--- src/rtl/channel_selector.sv ---
// Initial-selection sequencer for the bus-and-tag channel: address, select,
// command and status handshake with the device, reporting a result code.
module channel_selector #(
    parameter int ADDR_SETUP = 4,
    parameter int TIMEOUT    = 65535
) (
    input  logic       clk,
    input  logic       reset,
    input  logic       enable,
    input  logic       start,
    input  logic [7:0] address,
    input  logic [7:0] command,
    output logic       ready,
    output logic       done,
    output logic [2:0] result,
    output logic [7:0] status,
    output logic [7:0] bus_out,
    output logic       bus_out_parity,
    output logic       operational_out,
    output logic       address_out,
    output logic       select_out,
    output logic       hold_out,
    output logic       command_out,
    output logic       service_out,
    input  logic [7:0] bus_in,
    input  logic       bus_in_parity,
    input  logic       operational_in,
    input  logic       address_in,
    input  logic       select_in,
    input  logic       status_in
);

    typedef enum logic [3:0] {
        S_IDLE, S_SETUP, S_WAIT_OP, S_WAIT_AIN, S_WAIT_ADROP,
        S_WAIT_ST, S_WAIT_SDROP, S_DROP, S_RELEASE
    } state_e;

    localparam logic [2:0] R_OK      = 3'd0;
    localparam logic [2:0] R_NO_DEV  = 3'd1;
    localparam logic [2:0] R_ADDR    = 3'd2;
    localparam logic [2:0] R_PARITY  = 3'd3;
    localparam logic [2:0] R_TIMEOUT = 3'd4;

    localparam logic [15:0] SETUP_LAST = 16'(ADDR_SETUP - 1);
    localparam logic [15:0] TO_LAST    = 16'(TIMEOUT - 1);

    state_e      state_q, state_d;
    logic [15:0] cnt_q, cnt_d;
    logic [7:0]  addr_q, addr_d;
    logic [7:0]  cmd_q, cmd_d;
    logic [7:0]  bus_q, bus_d;
    logic        par_q;
    logic [7:0]  status_q, status_d;
    logic [2:0]  result_q, result_d;
    logic        ready_q, ready_d;
    logic        done_q, done_d;
    logic        op_q;
    logic        aout_q, aout_d;
    logic        sel_q, sel_d;
    logic        hold_q, hold_d;
    logic        cout_q, cout_d;
    logic        svc_q, svc_d;
    logic [2:0]  err;
    logic        tmo;
    logic        in_par_ok;

    assign tmo       = (cnt_q == TO_LAST);
    assign in_par_ok = ^{bus_in, bus_in_parity};

    always_comb begin
        state_d  = state_q;
        addr_d   = addr_q;
        cmd_d    = cmd_q;
        bus_d    = bus_q;
        status_d = status_q;
        result_d = result_q;
        done_d   = 1'b0;
        aout_d   = aout_q;
        sel_d    = sel_q;
        hold_d   = hold_q;
        cout_d   = cout_q;
        svc_d    = svc_q;
        err      = R_OK;
        unique case (state_q)
            S_IDLE: begin
                if (start && ready_q) begin
                    addr_d   = address;
                    cmd_d    = command;
                    bus_d    = address;
                    aout_d   = 1'b1;
                    result_d = R_OK;
                    status_d = 8'h00;
                    state_d  = S_SETUP;
                end
            end
            S_SETUP: begin
                if (cnt_q == SETUP_LAST) begin
                    sel_d   = 1'b1;
                    hold_d  = 1'b1;
                    state_d = S_WAIT_OP;
                end
            end
            S_WAIT_OP: begin
                if (operational_in) begin
                    aout_d  = 1'b0;
                    state_d = S_WAIT_AIN;
                end else if (select_in) begin
                    err     = R_NO_DEV;
                    state_d = S_DROP;
                end else if (tmo) begin
                    err     = R_TIMEOUT;
                    state_d = S_DROP;
                end
            end
            S_WAIT_AIN: begin
                if (address_in) begin
                    if (!in_par_ok) begin
                        err     = R_PARITY;
                        state_d = S_DROP;
                    end else if (bus_in != addr_q) begin
                        err     = R_ADDR;
                        state_d = S_DROP;
                    end else begin
                        bus_d   = cmd_q;
                        cout_d  = 1'b1;
                        state_d = S_WAIT_ADROP;
                    end
                end else if (tmo) begin
                    err     = R_TIMEOUT;
                    state_d = S_DROP;
                end
            end
            S_WAIT_ADROP: begin
                if (!address_in) begin
                    cout_d  = 1'b0;
                    bus_d   = 8'h00;
                    state_d = S_WAIT_ST;
                end else if (tmo) begin
                    err     = R_TIMEOUT;
                    state_d = S_DROP;
                end
            end
            S_WAIT_ST: begin
                if (status_in) begin
                    status_d = bus_in;
                    svc_d    = 1'b1;
                    state_d  = S_WAIT_SDROP;
                    if (!in_par_ok) err = R_PARITY;
                end else if (tmo) begin
                    err     = R_TIMEOUT;
                    state_d = S_DROP;
                end
            end
            S_WAIT_SDROP: begin
                if (!status_in) begin
                    state_d = S_DROP;
                end else if (tmo) begin
                    err     = R_TIMEOUT;
                    state_d = S_DROP;
                end
            end
            S_DROP: begin
                sel_d   = 1'b0;
                hold_d  = 1'b0;
                aout_d  = 1'b0;
                cout_d  = 1'b0;
                svc_d   = 1'b0;
                bus_d   = 8'h00;
                state_d = S_RELEASE;
            end
            S_RELEASE: begin
                if (!operational_in) begin
                    done_d  = 1'b1;
                    state_d = S_IDLE;
                end else if (tmo) begin
                    err     = R_TIMEOUT;
                    done_d  = 1'b1;
                    state_d = S_IDLE;
                end
            end
            default: state_d = S_IDLE;
        endcase
        // Only the first error of a sequence is kept.
        if (err != R_OK && result_q == R_OK) result_d = err;
        if (!enable) begin
            state_d  = S_IDLE;
            bus_d    = 8'h00;
            aout_d   = 1'b0;
            sel_d    = 1'b0;
            hold_d   = 1'b0;
            cout_d   = 1'b0;
            svc_d    = 1'b0;
            done_d   = 1'b0;
            result_d = result_q;
            status_d = status_q;
        end
        if (state_d != state_q || state_q == S_IDLE || state_q == S_DROP) begin
            cnt_d = 16'd0;
        end else begin
            cnt_d = cnt_q + 16'd1;
        end
        ready_d = enable && (state_d == S_IDLE) && !done_d;
    end

    always_ff @(posedge clk or posedge reset) begin
        if (reset) begin
            state_q  <= S_IDLE;
            cnt_q    <= 16'd0;
            addr_q   <= 8'h00;
            cmd_q    <= 8'h00;
            bus_q    <= 8'h00;
            par_q    <= 1'b0;
            status_q <= 8'h00;
            result_q <= R_OK;
            ready_q  <= 1'b0;
            done_q   <= 1'b0;
            op_q     <= 1'b0;
            aout_q   <= 1'b0;
            sel_q    <= 1'b0;
            hold_q   <= 1'b0;
            cout_q   <= 1'b0;
            svc_q    <= 1'b0;
        end else begin
            state_q  <= state_d;
            cnt_q    <= cnt_d;
            addr_q   <= addr_d;
            cmd_q    <= cmd_d;
            bus_q    <= bus_d;
            par_q    <= ~^bus_d;
            status_q <= status_d;
            result_q <= result_d;
            ready_q  <= ready_d;
            done_q   <= done_d;
            op_q     <= enable;
            aout_q   <= aout_d;
            sel_q    <= sel_d;
            hold_q   <= hold_d;
            cout_q   <= cout_d;
            svc_q    <= svc_d;
        end
    end

    assign ready           = ready_q;
    assign done            = done_q;
    assign result          = result_q;
    assign status          = status_q;
    assign bus_out         = bus_q;
    assign bus_out_parity  = par_q;
    assign operational_out = op_q;
    assign address_out     = aout_q;
    assign select_out      = sel_q;
    assign hold_out        = hold_q;
    assign command_out     = cout_q;
    assign service_out     = svc_q;

endmodule
--- config.mk ---
export PLATFORM = sky130hd
export DESIGN_NAME = channel_selector
export DESIGN_NICKNAME = d
export VERILOG_FILES = /design/src/rtl/channel_selector.sv
export SDC_FILE = /design/constraint.sdc
export NUM_CORES = 1
export LEC_CHECK = 0
export BUFFER_PORTS_ARGS = -buffer_cell sky130_fd_sc_hd__buf_2
export CORE_MARGIN = 1.5
export CORE_UTILIZATION = 50
export DETAILED_ROUTE_END_ITERATION = 10
export GPL_ROUTABILITY_DRIVEN = 0
export PLACE_DENSITY = 0.76
export RECOVER_POWER = 25
export SETUP_SLACK_MARGIN = 0.02
export SLEW_MARGIN = 20
export SYNTH_ARGS = -nofsm -noshare
export SYNTH_HDL_FRONTEND = slang
export SYNTH_SLANG_ARGS = --single-unit
--- constraint.sdc ---
create_clock -name clk -period 6.89 [get_ports clk]
set_input_delay 0.689 -clock clk [delete_from_list [all_inputs] [get_ports clk]]
set_output_delay 0.689 -clock clk [all_outputs]
set_load 0.03 [all_outputs]
==> metrics.md, run 1 <==
| Metric | Value |
|---|---|
| Status | finished with violations |
| Failing checks | max-capacitance violations, max-slew violations |
| Initial antenna violation count | 0 |
| Max Freq | 0.288 GHz |
| Avg Inst Size Synth | 9.10 um^2 |
| Worst Hold Class | reg -> reg |
| LEAKAGE | 1.92 nW |
| FILL cells | 643 |
| Yosys warns | 0 |
| Unique masters post-synth | 61 |
| CP endpoint kind | asynchronous set/reset pin |
| Synth area leaders | dfrtp_1 44%, nand2_1 7.4%, xnor2_1 5.1% |
| Htree depth | 3 |
| Slew @ Worst Pin | 3.30 ns |
| Max Slew Vio Count | 64 |
| Total track usage | 23.0% |
| PostCTS Resize Cnt | 0 |
| Share of the synthesized area in the top cell type | 43.7% |
| Share of cells above drive strength 1 | 21.8% |
| Register area share after synthesis | 43.7% |
| Register area | 1580 um^2 |
| Design area | 4190 um^2 |
| First-iteration detailed-routing DRC count | 222 |
| First-pass GRT wire length | 13700 um |
| Number of max-cap violations | 1 |
| Inserted Diodes | 0 |
| Hold Buf Count CTS | 0 |
| Synth Net Count | 432 |
| Power Dens Cells | 227 nW/um^2 |
| Fraction of registers with async set/reset | 100% |
| Site Rows | 30 |
| TritonCTS sink count | 63 |
| Gr busiest metal | met2 |
| Multi-input logic area | 1880 um^2 |
| Largest net degree at the start of global routing | 64 |
| # port buffers | 60 |
| Kind of critical path | in -> async |
| Post-CTS Setup Bufs | 0 |
| Worst R2R End | bus_out_parity$_DFF_PP0_ |
| # DRC | 0 |
| CTS Buffer Depth | 2 |
| RSZ-0062 raised after global routing | no |
| Core ar. | 6910 um^2 |
| Post-Syn Instances | 397 |
| Vias | 3098 |
| Slew margin rel. | -120% |
| Post-layout min period | 3.47 ns |
| Crit path to | state_q[2]$_DFF_PP0_ |
| Clock Latency Late Sink | 0.34 ns |
| Die area | 7740 um^2 |
| Met3 track utilization from global routing | 6.13% |
| Critical Path RT | 6.60 ns |
| Routing usage on met2 | 36.3% |
| Routed WL | 8350 um |
| Vias in the first global route | 2838 |
| Vias per Instance | 5.63 |
| R2R Path Start | state_q[2]$_DFF_PP0_ |
| Net count, final | 484 |
| Synthesized cell area | 3610 um^2 |
| FF-to-FF path depth | 8 |
| TritonCTS Buffers | 9 |
| Setup crit start kind | input pin |
| Area Growth Syn to Fin | 16.1% |
| Ys flop type | dfrtp_1 |
| Final Cycle Share | 50.4% |
| Die H | 88.0 um |
| CTS tree | done |
| Die Wd | 88.0 um |
| Synth cell count leaders | 71 x nand2_1, 63 x dfrtp_1, 21 x nand3_1, 21 x nor2_1, 21 x xnor2_1 |
| Routed wire per std cell | 15.2 um |
| Initial core utilization | 52.3% |
| Setup Skew | 0.00667 ns |
| First-pass DRT Iterations | 5 |
| Number of synthesized flops with an enable pin | 0 |
| Hpwl dp | 5880 um |
| Worst-path fanout max | 63 |
| Worst EP arrival | 3.18 ns |
| Ports | 61 |
| Total global routing overflow | 0 |
| Root Driver | clkbuf_8 |
| Clk slew on worst S/H paths | 0.07 ns |
| Final Hold Slack | 0.482 ns |
| Seq cells post-synth | 63 |
| Post-route antenna net violation count | 0 |
| Reg2Reg Setup Slack | 3.75 ns |
| CP Launch Point | reset |
| Final setup viols | 0 |
| Cell taking the most area after synthesis | dfrtp_1 |
| Hold Fails Final Rpt | 0 |
| Most numerous cell in the Yosys netlist | nand2_1 |
| Met1 Use GR | 30.6% |
| Sum Neg Setup Slack | 0 ns |
| Peak supply drop | 129 uV |
| Dpl cell area | 3950 um^2 |
==> worst min path at each step <==
| stage | startpoint | to | cells past startpoint |
|---|---|---|---|
| 4_1_cts | cmd_q[1]$_DFFE_PP0P_ | cmd_q[1]$_DFFE_PP0P_ | 2 |
| 5_1_grt | cmd_q[2]$_DFFE_PP0P_ | cmd_q[2]$_DFFE_PP0P_ | 2 |
| 6_report | cmd_q[1]$_DFFE_PP0P_ | cmd_q[1]$_DFFE_PP0P_ | 2 |
| 2_1_floorplan | cmd_q[6]$_DFFE_PP0P_ | cmd_q[6]$_DFFE_PP0P_ | 2 |
| 3_5_place_dp | cmd_q[1]$_DFFE_PP0P_ | cmd_q[1]$_DFFE_PP0P_ | 2 |
| 3_3_place_gp | cmd_q[5]$_DFFE_PP0P_ | cmd_q[5]$_DFFE_PP0P_ | 2 |
==> cell type report <==
| class | count | area share [%] |
|---|---|---|
| Multi-Input combinational cell | 297 | 44.8 |
| Sequential cell | 63 | 37.6 |
| Timing Repair Buffer | 62 | 7.40 |
| Clock buffer | 11 | 3.37 |
| Tap cell | 96 | 2.87 |
| Clock inverter | 5 | 2.51 |
| Inverter | 16 | 1.43 |
==> cell usage in the layout, fill, tap and decap left out, types with 4 or more instances in the layout <==
cell type	netlist	routed
nor2_1	21	21
buf_2	2	59
xor2_1	11	11
o21ai_0	16	16
dfrtp_1	63	63
clkbuf_8	0	10
a211oi_1	5	5
a41oi_1	4	4
and2_1	7	7
nand3_1	21	21
a21oi_1	16	16
nor3_2	10	10
inv_1	16	16
and3_1	4	4
xnor2_1	21	21
nand2_1	71	71
nor3_1	16	16
nor2b_1	6	6
nand4_1	7	7
==> logic make-up after synthesis <==
kind of cell	synth area share [%]
adders and majority gates	0.693
buffers and inverters	4.33
muxes	0.277
DFF	43.7
and+or+nand+nor	26.5
AOI/OAI and AO/OA	14.4
xor gates and xnor gates	10.1
==> state kept, by name, summed over array words and instances (netlist names) <==
| name | flops |
|---|---|
| operational_out | 1 |
| command_out | 1 |
| ready | 1 |
| result | 3 |
| service_out | 1 |
| hold_out | 1 |
| status | 8 |
| address_out | 1 |
| done | 1 |
| addr_q | 8 |
| cnt_q | 16 |
| bus_out | 8 |
| cmd_q | 8 |
| bus_out_parity | 1 |
| state_q | 4 |
==> metrics by stage <==
step                setup slack, ns  cells  utilization [%]  total power (W)
global route                   2.70    550             60.7         0.000997
global placement               3.57    534             57.2         0.000564
floorplan                      4.00    397                -         0.000525
finish                         3.42    550             60.7         0.000953
detailed placement             3.48    534             57.2         0.000567
CTS                            3.78    550             60.8         0.000962
==> critical path: stages <==
cell	delay, ns
buf_2	0.09
inv_1	0.04
clkbuf_1	2.32
==> per-layer routing <==
| layer | vias to the layer above | part of all wire (%) |
|---|---|---|
| met1 | 1493 | 45 |
| met5 | - | 0 |
| met3 | 11 | 5.4 |
| met4 | 0 | 1.5 |
| li1 | 1489 | - |
| met2 | 105 | 48 |
==> where the power goes <==
| part | switching (W) | total (W) | internal, W |
|---|---|---|---|
| clock network | 0.000143 | 0.000393 | 0.000250 |
| registers | 0.0000188 | 0.000415 | 0.000396 |
| logic | 0.0000907 | 0.000145 | 0.0000541 |
| total | 0.000253 | 0.000953 | 0.000701 |
(Power assumes the default switching activity.)
==> run 2: changes to the inputs <==
Settings changed: PLACE_DENSITY 0.76 to 0.79.
Clock period 6.89 ns to 3.19 ns, I/O delays scaled along.
==> metrics.md, run 2 (same netlist as run 1, synthesis figures left out) <==
| Metric | Value |
|---|---|
| FILL cells | 617 (-4.0%) |
| Post-layout min period | 2.82 ns |
| Hold Fails Final Rpt | 0 (unchanged) |
| Setup Skew | 0.00432 ns (-0.00234 ns) |
| PostCTS Resize Cnt | 0 (unchanged) |
| Vias per Instance | 5.70 (+1.1%) |
| Worst-path fanout max | 16 (-75%) |
| Site Rows | 30 (unchanged) |
| Post-CTS Setup Bufs | 0 (unchanged) |
| Max Slew Vio Count | 44 (-31%) |
| Die area | 7740 um^2 (unchanged) |
| Most frequent cells in the layout | 71 x nand2_1, 63 x dfrtp_1, 59 x buf_2 |
| Initial antenna violation count | 0 (unchanged) |
| LEAKAGE | 1.95 nW (+1.5%) |
| Slew margin rel. | -8.47% (+110 points) |
| First-pass GRT wire length | 14600 um (+6.3%) |
| RSZ-0062 raised after global routing | no |
| Sum Neg Setup Slack | 0 ns (unchanged) |
| Share of cells above drive strength 1 | 23.4% (+1.6 points) |
| Failing checks | max-capacitance violations, max-slew violations |
| Inserted Diodes | 0 (unchanged) |
| # DRC | 0 (unchanged) |
| Core ar. | 6910 um^2 (unchanged) |
| Clk slew on worst S/H paths | 0.07 ns (about the same) |
| Final Cycle Share | 88.5% |
| First-pass DRT Iterations | 7 (+2) |
| Final setup viols | 0 (unchanged) |
| Register area | 1580 um^2 (unchanged) |
| Die Wd | 88.0 um (unchanged) |
| Post-route antenna net violation count | 0 (unchanged) |
| Htree depth | 3 (unchanged) |
| Root Driver | clkbuf_8 |
| Largest net degree at the start of global routing | 44 (-31%) |
| Power Dens Cells | 448 nW/um^2 (+97%) |
| Vias | 3178 (+2.6%) |
| # port buffers | 60 (unchanged) |
| Number of flip-flops under the largest register name | 16 (unchanged) |
| Die H | 88.0 um (unchanged) |
| Max Freq | 0.354 GHz |
| Multi-input logic area | 1880 um^2 (unchanged) |
| Number of max-cap violations | 1 (unchanged) |
| CP endpoint kind | flop |
| Net count, final | 493 (+1.9%) |
| Worst EP arrival | 3.07 ns (-0.11 ns) |
| Initial core utilization | 52.3% (unchanged) |
| Kind of critical path | reg -> reg |
| Worst Hold Class | in -> reg |
| TritonCTS sink count | 63 (unchanged) |
| Setup crit start kind | flop |
| Clock Latency Late Sink | 0.34 ns (about the same) |
| Hold Buf Count CTS | 0 (unchanged) |
| CTS Buffer Depth | 2 (unchanged) |
| Largest Register | cnt_q |
| Peak supply drop | 184 uV (+43%) |
| Slew @ Worst Pin | 1.63 ns (-1.68 ns) |
| TritonCTS Buffers | 9 (unchanged) |
| Status | finished with violations |
| Most common cell after layout, fill and taps aside | nand2_1 |
| Hpwl dp | 6320 um (+7.5%) |
| First-iteration detailed-routing DRC count | 178 (-20%) |
| Total track usage | 24.2% (+1.2 points) |
| Critical Path RT | 3.44 ns (-3.16 ns) |
| Routed WL | 8690 um (+4.1%) |
| Routed wire per std cell | 15.6 um (+2.6%) |
| Total global routing overflow | 0 (unchanged) |
| CTS tree | done |
| Ports | 61 (unchanged) |
| Area Growth Syn to Fin | 16.1% (about the same) |
| Final Hold Slack | 0.163 ns (-0.320 ns) |
| Vias in the first global route | 3001 (+5.7%) |
[run 2: cell count changes in the layout (fill, tap and decap cells not counted)]
cell,before,now
buf_4,1,11
clkinv_2,0,4
bufinv_16,3,1
clkinvlp_4,2,0
clkbuf_1,3,2
clkbuf_8,10,9
[run 2: stage by stage]
| stage | std cells | utilization, % | total power [W] | instance area (um^2) | setup slack [ns] |
|---|---|---|---|---|---|
| 6_report | 558 | 60.7 | 0.00188 | 4190 | 0.367 |
| 2_1_floorplan | 397 | - | 0.00113 | 3610 | 0.673 |
| 5_1_grt | 558 | 60.7 | 0.00197 | 4190 | 0.152 |
| 3_3_place_gp | 543 | 58.2 | 0.00123 | 4020 | 0.434 |
| 3_5_place_dp | 543 | 58.2 | 0.00124 | 4020 | 0.388 |
| 4_1_cts | 558 | 60.7 | 0.00190 | 4200 | 0.337 |
[run 2: path summary, 6_finish.rpt]
| check | cells past startpoint | slack (ns) | start | endpoint |
|---|---|---|---|---|
| hold reg to reg | 2 | 0.48 | cmd_q[2]$_DFFE_PP0P_ | cmd_q[2]$_DFFE_PP0P_ |
| setup / recovery | 10 | 0.37 | cnt_q[0]$_DFF_PP0_ | cnt_q[5]$_DFF_PP0_ |
| setup reg to reg | 10 | 0.37 | cnt_q[0]$_DFF_PP0_ | cnt_q[5]$_DFF_PP0_ |
| hold / removal | 3 | 0.16 | command[4] | cmd_q[4]$_DFFE_PP0P_ |
| min in group asynchronous | 2 | 0.47 | reset | status[0]$_DFFE_PP0P_ |
| max in group asynchronous | 3 | 1.66 | reset | operational_out$_DFF_PP0_ |
[run 2: metal layers]
layer	track usage (%)	part of all wire [%]	vias to the layer above
li1	-	-	1511
met1	33.8	46	1514
met2	37.3	46	136
met3	4.34	6.0	17
met4	9.52	1.9	0
met5	0	0	-
[run 2: cell type report]
cell class              instances  share of cell area [%]
multi-input cells             297                    44.8
flip-flops and latches         63                    37.6
repair buffers                 71                    9.10
clock buffers                  10                    3.04
well taps                      96                    2.86
inverters                      16                    1.43
clock inverters                 5                    1.19
[run 2: report_power, final]
group	internal [W]	leakage (nW)	switching, W
sequential	0.000856	0.844	0.0000438
combinational	0.000128	1.01	0.000200
clock	0.000351	0.0957	0.000302
total	0.00133	1.95	0.000545
[run 2: worst max-delay path, cell delays in order (launching register included)]
cell and delay [ns]:
dfrtp_1 0.42, ha_1 0.29, nor4b_1 0.26, and4_1 0.29, nor2_1 0.05, a2111oi_0 0.45, o311a_1 0.29, xnor2_1 0.15
nand3_2 0.09, buf_4 0.21, nor3_1 0.22
